## src/rtl/mem_align_pkg.sv

```systemverilog
// Shared types and decode helpers for the load/store alignment stage.
// Split accesses are sequenced by state_t; funct3 codes follow RV32I.
package mem_align_pkg;

    typedef enum logic [1:0] {
        IDLE,
        LD_HI,
        ST_BYTE
    } state_t;

    localparam logic [2:0] F3_LB  = 3'b000;
    localparam logic [2:0] F3_LH  = 3'b001;
    localparam logic [2:0] F3_LW  = 3'b010;
    localparam logic [2:0] F3_LBU = 3'b100;
    localparam logic [2:0] F3_LHU = 3'b101;
    localparam logic [2:0] F3_SB  = 3'b000;
    localparam logic [2:0] F3_SH  = 3'b001;
    localparam logic [2:0] F3_SW  = 3'b010;

    // Bytes never cross a word; halfwords only from offset 3.
    function automatic logic is_misaligned(
        input logic [2:0] funct3,
        input logic [1:0] off
    );
        case (funct3)
            F3_LB, F3_LBU: return 1'b0;
            F3_LH, F3_LHU: return off == 2'd3;
            default:       return off != 2'd0;
        endcase
    endfunction

endpackage

```

## src/rtl/mem_align_unit_load_extract.sv

```systemverilog
// Load data extraction: shifts a {hi,lo} word pair by the byte offset,
// then truncates and sign/zero extends according to funct3.
module load_extract
    import mem_align_pkg::*;
(
    input  logic [63:0] i_data,
    input  logic [1:0]  i_off,
    input  logic [2:0]  i_funct3,
    output logic [31:0] o_data
);

    logic [31:0] w_sh;

    assign w_sh = 32'(i_data >> {i_off, 3'b000});

    always_comb begin
        unique case (i_funct3)
            F3_LB:   o_data = {{24{w_sh[7]}}, w_sh[7:0]};
            F3_LBU:  o_data = {24'd0, w_sh[7:0]};
            F3_LH:   o_data = {{16{w_sh[15]}}, w_sh[15:0]};
            F3_LHU:  o_data = {16'd0, w_sh[15:0]};
            default: o_data = w_sh;
        endcase
    end

endmodule

```

## src/rtl/mem_align_unit.sv

```systemverilog
// Alignment stage between EX/MEM and datamemory: passes in-word accesses,
// splits word-crossing loads into two LW reads and stores into SB writes.
module mem_align_unit
    import mem_align_pkg::*;
#(
    parameter int DM_ADDRESS = 9,
    parameter int DATA_W     = 32
) (
    input  logic                  clk,
    input  logic                  reset,
    input  logic                  MemRead_i,
    input  logic                  MemWrite_i,
    input  logic [2:0]            Funct3_i,
    input  logic [DM_ADDRESS-1:0] Addr_i,
    input  logic [DATA_W-1:0]     WData_i,
    output logic                  MemRead_o,
    output logic                  MemWrite_o,
    output logic [2:0]            Funct3_o,
    output logic [DM_ADDRESS-1:0] a_o,
    output logic [DATA_W-1:0]     wd_o,
    input  logic [DATA_W-1:0]     rd_i,
    output logic [DATA_W-1:0]     RData_o,
    output logic                  RData_valid,
    output logic                  stall,
    output logic                  misalign
);

    localparam int WI = DM_ADDRESS - 2;

    state_t                r_state;
    logic [DM_ADDRESS-1:0] r_addr;
    logic [2:0]            r_f3;
    logic [DATA_W-1:0]     r_data;
    logic [DATA_W-1:0]     r_lo;
    logic [1:0]            r_cnt;
    logic [1:0]            r_last;

    logic [1:0]  w_off;
    logic        w_rd;
    logic        w_wr;
    logic [2:0]  w_st_f3;
    logic        w_mis_ld;
    logic        w_mis_st;
    logic [WI-1:0] w_widx_hi;
    logic [63:0] w_ext_in;
    logic [1:0]  w_ext_off;
    logic [2:0]  w_ext_f3;
    logic [31:0] w_ext_out;

    assign w_off   = Addr_i[1:0];
    assign w_rd    = MemRead_i;
    assign w_wr    = MemWrite_i & ~MemRead_i;
    // Unknown store widths are handled as full words.
    assign w_st_f3 = (Funct3_i == F3_SB || Funct3_i == F3_SH) ? Funct3_i : F3_SW;
    assign w_mis_ld  = w_rd & is_misaligned(Funct3_i, w_off);
    assign w_mis_st  = w_wr & is_misaligned(w_st_f3, w_off);
    assign w_widx_hi = r_addr[DM_ADDRESS-1:2] + WI'(1);

    always_comb begin
        w_ext_in  = {32'd0, rd_i};
        w_ext_off = w_off;
        w_ext_f3  = Funct3_i;
        if (r_state == LD_HI) begin
            w_ext_in  = {rd_i, r_lo};
            w_ext_off = r_addr[1:0];
            w_ext_f3  = r_f3;
        end
    end

    load_extract u_extract (
        .i_data   (w_ext_in),
        .i_off    (w_ext_off),
        .i_funct3 (w_ext_f3),
        .o_data   (w_ext_out)
    );

    always_comb begin
        MemRead_o   = 1'b0;
        MemWrite_o  = 1'b0;
        Funct3_o    = 3'd0;
        a_o         = '0;
        wd_o        = '0;
        RData_o     = '0;
        RData_valid = 1'b0;
        stall       = 1'b0;
        misalign    = 1'b0;
        if (!reset) begin
            unique case (r_state)
                IDLE: begin
                    if (w_rd) begin
                        MemRead_o   = 1'b1;
                        Funct3_o    = F3_LW;
                        a_o         = {Addr_i[DM_ADDRESS-1:2], 2'b00};
                        stall       = w_mis_ld;
                        misalign    = w_mis_ld;
                        RData_valid = ~w_mis_ld;
                        RData_o     = w_mis_ld ? '0 : w_ext_out;
                    end else if (w_wr) begin
                        MemWrite_o = 1'b1;
                        a_o        = Addr_i;
                        stall      = w_mis_st;
                        misalign   = w_mis_st;
                        if (w_mis_st) begin
                            Funct3_o = F3_SB;
                            wd_o     = {{(DATA_W-8){1'b0}}, WData_i[7:0]};
                        end else begin
                            Funct3_o = Funct3_i;
                            wd_o     = WData_i;
                        end
                    end
                end
                LD_HI: begin
                    MemRead_o   = 1'b1;
                    Funct3_o    = F3_LW;
                    a_o         = {w_widx_hi, 2'b00};
                    RData_o     = w_ext_out;
                    RData_valid = 1'b1;
                    misalign    = 1'b1;
                end
                ST_BYTE: begin
                    MemWrite_o = 1'b1;
                    Funct3_o   = F3_SB;
                    a_o        = r_addr + DM_ADDRESS'(r_cnt);
                    wd_o       = {{(DATA_W-8){1'b0}}, r_data[{r_cnt, 3'b000} +: 8]};
                    stall      = r_cnt != r_last;
                    misalign   = 1'b1;
                end
                default: ;
            endcase
        end
    end

    // Byte 0 of a split store is issued from IDLE, so ST_BYTE starts at 1.
    always_ff @(posedge clk) begin
        if (reset) begin
            r_state <= IDLE;
            r_cnt   <= 2'd0;
            r_last  <= 2'd0;
            r_lo    <= '0;
            r_addr  <= '0;
            r_f3    <= 3'd0;
            r_data  <= '0;
        end else begin
            unique case (r_state)
                IDLE: begin
                    if (w_mis_ld) begin
                        r_state <= LD_HI;
                        r_lo    <= rd_i;
                        r_addr  <= Addr_i;
                        r_f3    <= Funct3_i;
                    end else if (w_mis_st) begin
                        r_state <= ST_BYTE;
                        r_cnt   <= 2'd1;
                        r_last  <= (w_st_f3 == F3_SH) ? 2'd1 : 2'd3;
                        r_addr  <= Addr_i;
                        r_data  <= WData_i;
                    end
                end
                LD_HI: r_state <= IDLE;
                ST_BYTE: begin
                    if (r_cnt == r_last) begin
                        r_state <= IDLE;
                        r_cnt   <= 2'd0;
                    end else begin
                        r_cnt <= r_cnt + 2'd1;
                    end
                end
                default: r_state <= IDLE;
            endcase
        end
    end

endmodule

```

## config.mk

```make
export PLATFORM = sky130hd
export DESIGN_NAME = mem_align_unit
export DESIGN_NICKNAME = d
export VERILOG_FILES = /design/src/rtl/mem_align_pkg.sv /design/src/rtl/mem_align_unit_load_extract.sv /design/src/rtl/mem_align_unit.sv
export SDC_FILE = /design/constraint.sdc
export NUM_CORES = 1
export LEC_CHECK = 0
export ABC_AREA = 0
export BUFFER_PORTS_ARGS = -buffer_cell sky130_fd_sc_hd__buf_4
export CORE_UTILIZATION = 50
export CTS_CLUSTER_SIZE = 25
export DETAILED_ROUTE_END_ITERATION = 16
export HOLD_SLACK_MARGIN = 0.1
export PLACE_DENSITY = 0.86
export SYNTH_ARGS = -nofsm -noshare
export SYNTH_HDL_FRONTEND = slang
export SYNTH_SLANG_ARGS = --single-unit
```

## constraint.sdc

```tcl
create_clock -name clk -period 4.9 [get_ports clk]
set_input_delay 0.735 -clock clk [delete_from_list [all_inputs] [get_ports clk]]
set_output_delay 0.735 -clock clk [all_outputs]
set_load 0.01 [all_outputs]
```

==> impl_metrics.csv <==
group,metric,value,unit
detailed_routing,vias_per_cell,5.880,
detailed_routing,drc,0,
clock_tree,max-clock-path-buffers,2,
detailed_routing,routedLengthMet1,7281,um
floorplan,placeableCoreArea,10420,um2
floorplan,ioPinCount,161,
layout,flow.area_growth_from_synthesis,25.32,%
detailed_routing,met2_length,7827,um
sta,finalMaxSlewViolations,0,
floorplan,fp.dieArea,11260,um2
clock_tree,worstSkewPairLatency,370,ps
sta,final_min_period_over_clock_period,82.80,%
synthesis,synthesis.area,5421,um2
layout,design_area,6794,um2
clock_tree,cts-buffers-inserted,9,
setup_path,worstReg2RegStart,"r_state[0]",
place,gp_congestion,0.9950,
clock_tree,clock_tree.htree_level_count,3,
detailed_routing,detail_route.iter0.violations,767,
sta,max-slew-margin-rel,22.18,%
pwr,power.ir.vdd_worst,0.1731,mV
global_route,pin_count_of_the_biggest_net_entering_global_routing,89,
detailed_routing,top_layer_used,"met4",
detailed_routing,drt-total-wl,17190,um
setup_path,critical_path.startpoint_type,"register",
global_route,number_of_antenna_violations_at_the_first_check_in_global_routing,0,
sta,post_layout_min_period,4057,ps
setup_path,worst_r2r_path_depth,8,
synthesis,synth_nets,877,
clock_tree,cells_resized_by_post_cts_repair,0,
global_route,grt_total_ovfl,0,
clock_tree,cts_hold_repair.buffers,0,
place,buffer_ports.inserted,160,
setup_path,worst-endpoint-arrival,3320,ps
synthesis,dominantRegCellSynth,"sky130_fd_sc_hd__dfxtp_1",
synthesis,post_synth_num_cell_types,53,
clock_tree,library_cell_used_as_clock_root_buffer,"sky130_fd_sc_hd__clkbuf_8",
sta,setup_viol_count_final,0,
synthesis,yosysSeqAreaShare,30.28,%
clock_tree,post_cts.repair.setup_buffers,0,
setup_path,r2r_end,"r_cnt[0]",
run_status,run_status,"completed",
global_route,grt_overall_usage,30.29,%
setup_path,setup.worst_path.end,"RData_o[23]",
detailed_routing,met3_routed_wirelength,1589,um
setup_path,r2r_slack,2180,ps
layout,post-route-util,65.23,%
sta,setup_total_negative_slack,0,ps
synthesis,synth-async-reset-ratio,0,%
pwr,power_density,247.0,nW/um2
layout,layout-drive-gt1-share,22.97,%
detailed_routing,first_pass_iters,6,
clock_tree,tritoncts,"built",
global_route,grt_pass1_wl,26980,um
sta,setup_repair_after_global_routing_missed_its_margin,"false",
sta,tightest_slew,1162,ps
floorplan,starting_density_of_the_core,52.05,%
setup_path,crit_path_max_fanout,16,
floorplan,std_cell_rows,37,
flow_run,timing.max_cap.violations,0,
place,detailed_place_hpwl,12380,um
worst_hold_path,hold_path_class,"reg -> reg",
layout,ff_latch_area,1642,um2
synthesis,synthesis.yosys.warnings,0,
global_route,first_global_vias,5335,
synthesis,yosys_register_bits,82,
sta,finClkSkew,10.02,ps
layout,nets,994,
synthesis,synth_cells,788,
setup_path,path_class,"reg -> out",
clock_tree,cts.sinks,82,
setup_path,worstSetupStartpoint,"r_state[1]",
setup_path,timing.critical_path.to_type,"output pin",
layout,antenna_cells_inserted,0,
sta,timing.final.hold_violations,0,
pwr,p_leak,2.702,nW
layout,multiInputGateArea,3503,um2
clock_tree,clkTransAtPathRegs,80,ps
detailed_routing,detail_route.wl_per_cell,16.43,um
layout,fill_cells,940,
place,post_dp_cell_area,6621,um2
floorplan,die_height,106.1,um
sta,fmax,246.5,MHz
synthesis,synth_edf_count,0,
synthesis,avgSynthCellArea,6.880,um2
floorplan,die_width,106.1,um
setup_path,worst-endpoint-required,4160,ps
detailed_routing,postRouteAntennaNets,0,
detailed_routing,vias,6151,
[synth_stat cells, types with 2 or more instances]
library cell	number	area (um2)
sky130_fd_sc_hd__mux2i_1	14	140.1
sky130_fd_sc_hd__a31oi_1	3	18.77
sky130_fd_sc_hd__o211ai_1	16	120.1
sky130_fd_sc_hd__nor3_1	4	20.02
sky130_fd_sc_hd__o22ai_1	2	12.51
sky130_fd_sc_hd__a21boi_0	2	15.01
sky130_fd_sc_hd__buf_2	8	40.04
sky130_fd_sc_hd__mux2_2	4	45.04
sky130_fd_sc_hd__or2_2	2	12.51
sky130_fd_sc_hd__nand2_1	241	904.6
sky130_fd_sc_hd__a21oi_1	123	615.6
sky130_fd_sc_hd__nor2_1	52	195.2
sky130_fd_sc_hd__nand3_1	24	120.1
sky130_fd_sc_hd__inv_1	10	37.54
sky130_fd_sc_hd__o221ai_1	2	17.52
sky130_fd_sc_hd__a221oi_1	14	122.6
sky130_fd_sc_hd__ha_1	8	100.1
sky130_fd_sc_hd__buf_4	5	37.54
sky130_fd_sc_hd__nor2b_1	10	62.56
sky130_fd_sc_hd__o21a_1	2	15.01
sky130_fd_sc_hd__buf_1	8	30.03
sky130_fd_sc_hd__dfxtp_1	82	1642
sky130_fd_sc_hd__nor3b_1	4	30.03
sky130_fd_sc_hd__and2_1	29	181.4
sky130_fd_sc_hd__xnor2_1	2	17.52
sky130_fd_sc_hd__a32oi_1	2	17.52
sky130_fd_sc_hd__xor2_1	2	17.52
sky130_fd_sc_hd__o21ai_0	23	115.1
sky130_fd_sc_hd__nor2_2	2	12.51
sky130_fd_sc_hd__a22oi_1	9	67.56
sky130_fd_sc_hd__a211oi_1	9	67.56
sky130_fd_sc_hd__clkbuf_1	41	153.9
sky130_fd_sc_hd__mux4_2	9	202.7
[stage by stage]
stage	setup slack, ps	power, mW	hold slack (ps)	instances
final	843.0	1.678	458.4	1046
after global routing	619.3	1.762	478.0	1046
after CTS	875.9	1.673	456.1	1046
after detailed placement	1281	1.227	444.5	1030
after global placement	1357	1.220	439.9	1030
after floorplan	2012	1.043	433.1	788
[layout by cell type (no fill, tap or decap), drive strengths merged, types with 2 or more instances in the layout]
cell type and n:
a211oi 9, a21boi 2, a21oi 123, a221oi 14
a22oi 9, a31oi 3, a32oi 2, and2 29
buf 169, clkbuf 12, clkinvlp 3, dfxtp 82
ha 8, inv 10, mux2 4, mux2i 15
mux4 9, nand2 241, nand3 24, nor2 54
nor2b 10, nor3 4, nor3b 4, o211ai 16
o21a 2, o21ai 25, o221ai 2, o22ai 3
or2 2, xnor2 2, xor2 2
[routing by layer]
| metal | track usage [%] | up-vias |
|---|---|---|
| li1 | - | 2946 |
| met1 | 42.20 | 2816 |
| met3 | 3.985 | 39 |
| met5 | 0 | - |
| met2 | 47.17 | 350 |
| met4 | 12.30 | 0 |
[sequential cells by signal, summed over array words and instances (netlist names)]
name and count:
r_lo 32, r_f3 3, r_cnt 2, r_last 2, r_addr 9, r_state 2
r_data 32
[worst min path at each step]
stage | to | slack (ps) | start | cells after the start
CTS | r_data[30] | 460 | r_data[30] | 2
detailed placement | r_data[30] | 440 | r_data[30] | 2
global placement | r_data[11] | 440 | r_data[11] | 2
global route | r_lo[23] | 480 | r_lo[23] | 2
finish | r_lo[23] | 460 | r_lo[23] | 2
floorplan | r_data[10] | 430 | r_data[10] | 2
[final cells by class]
class	instances	share of cell area (%)
Multi-Input combinational cell	633	51.57
Clock buffer	12	2.136
Tap cell	136	2.505
Timing Repair Buffer	169	18.67
Clock inverter	4	0.4052
Inverter	10	0.5525
Sequential cell	82	24.16
[worst max-delay path: stages (launching register included)]
cell and delay (ps):
sky130_fd_sc_hd__dfxtp_1 340, sky130_fd_sc_hd__inv_1 120, sky130_fd_sc_hd__ha_1 350, sky130_fd_sc_hd__buf_4 300, sky130_fd_sc_hd__mux2i_1 500, sky130_fd_sc_hd__mux2_2 310, sky130_fd_sc_hd__o22ai_4 140, sky130_fd_sc_hd__o31ai_4 570
sky130_fd_sc_hd__a21oi_1 140, sky130_fd_sc_hd__buf_4 190
[power by group]
part	total [mW]	internal, mW	switching [mW]
logic	0.492	0.200	0.292
clock network	0.454	0.198	0.257
registers	0.732	0.701	0.0306
[kinds of logic after synthesis]
family	share of synthesized area, %
AND/OR/NAND/NOR	29.19
flip-flops	30.28
AO/OA/AOI/OAI	24.37
adder cells (fa/ha/maj)	2.216
XOR/XNOR	0.6463
buffers and inverters	5.724
multiplexers	7.570
Power figures use the tool's default switching activity.
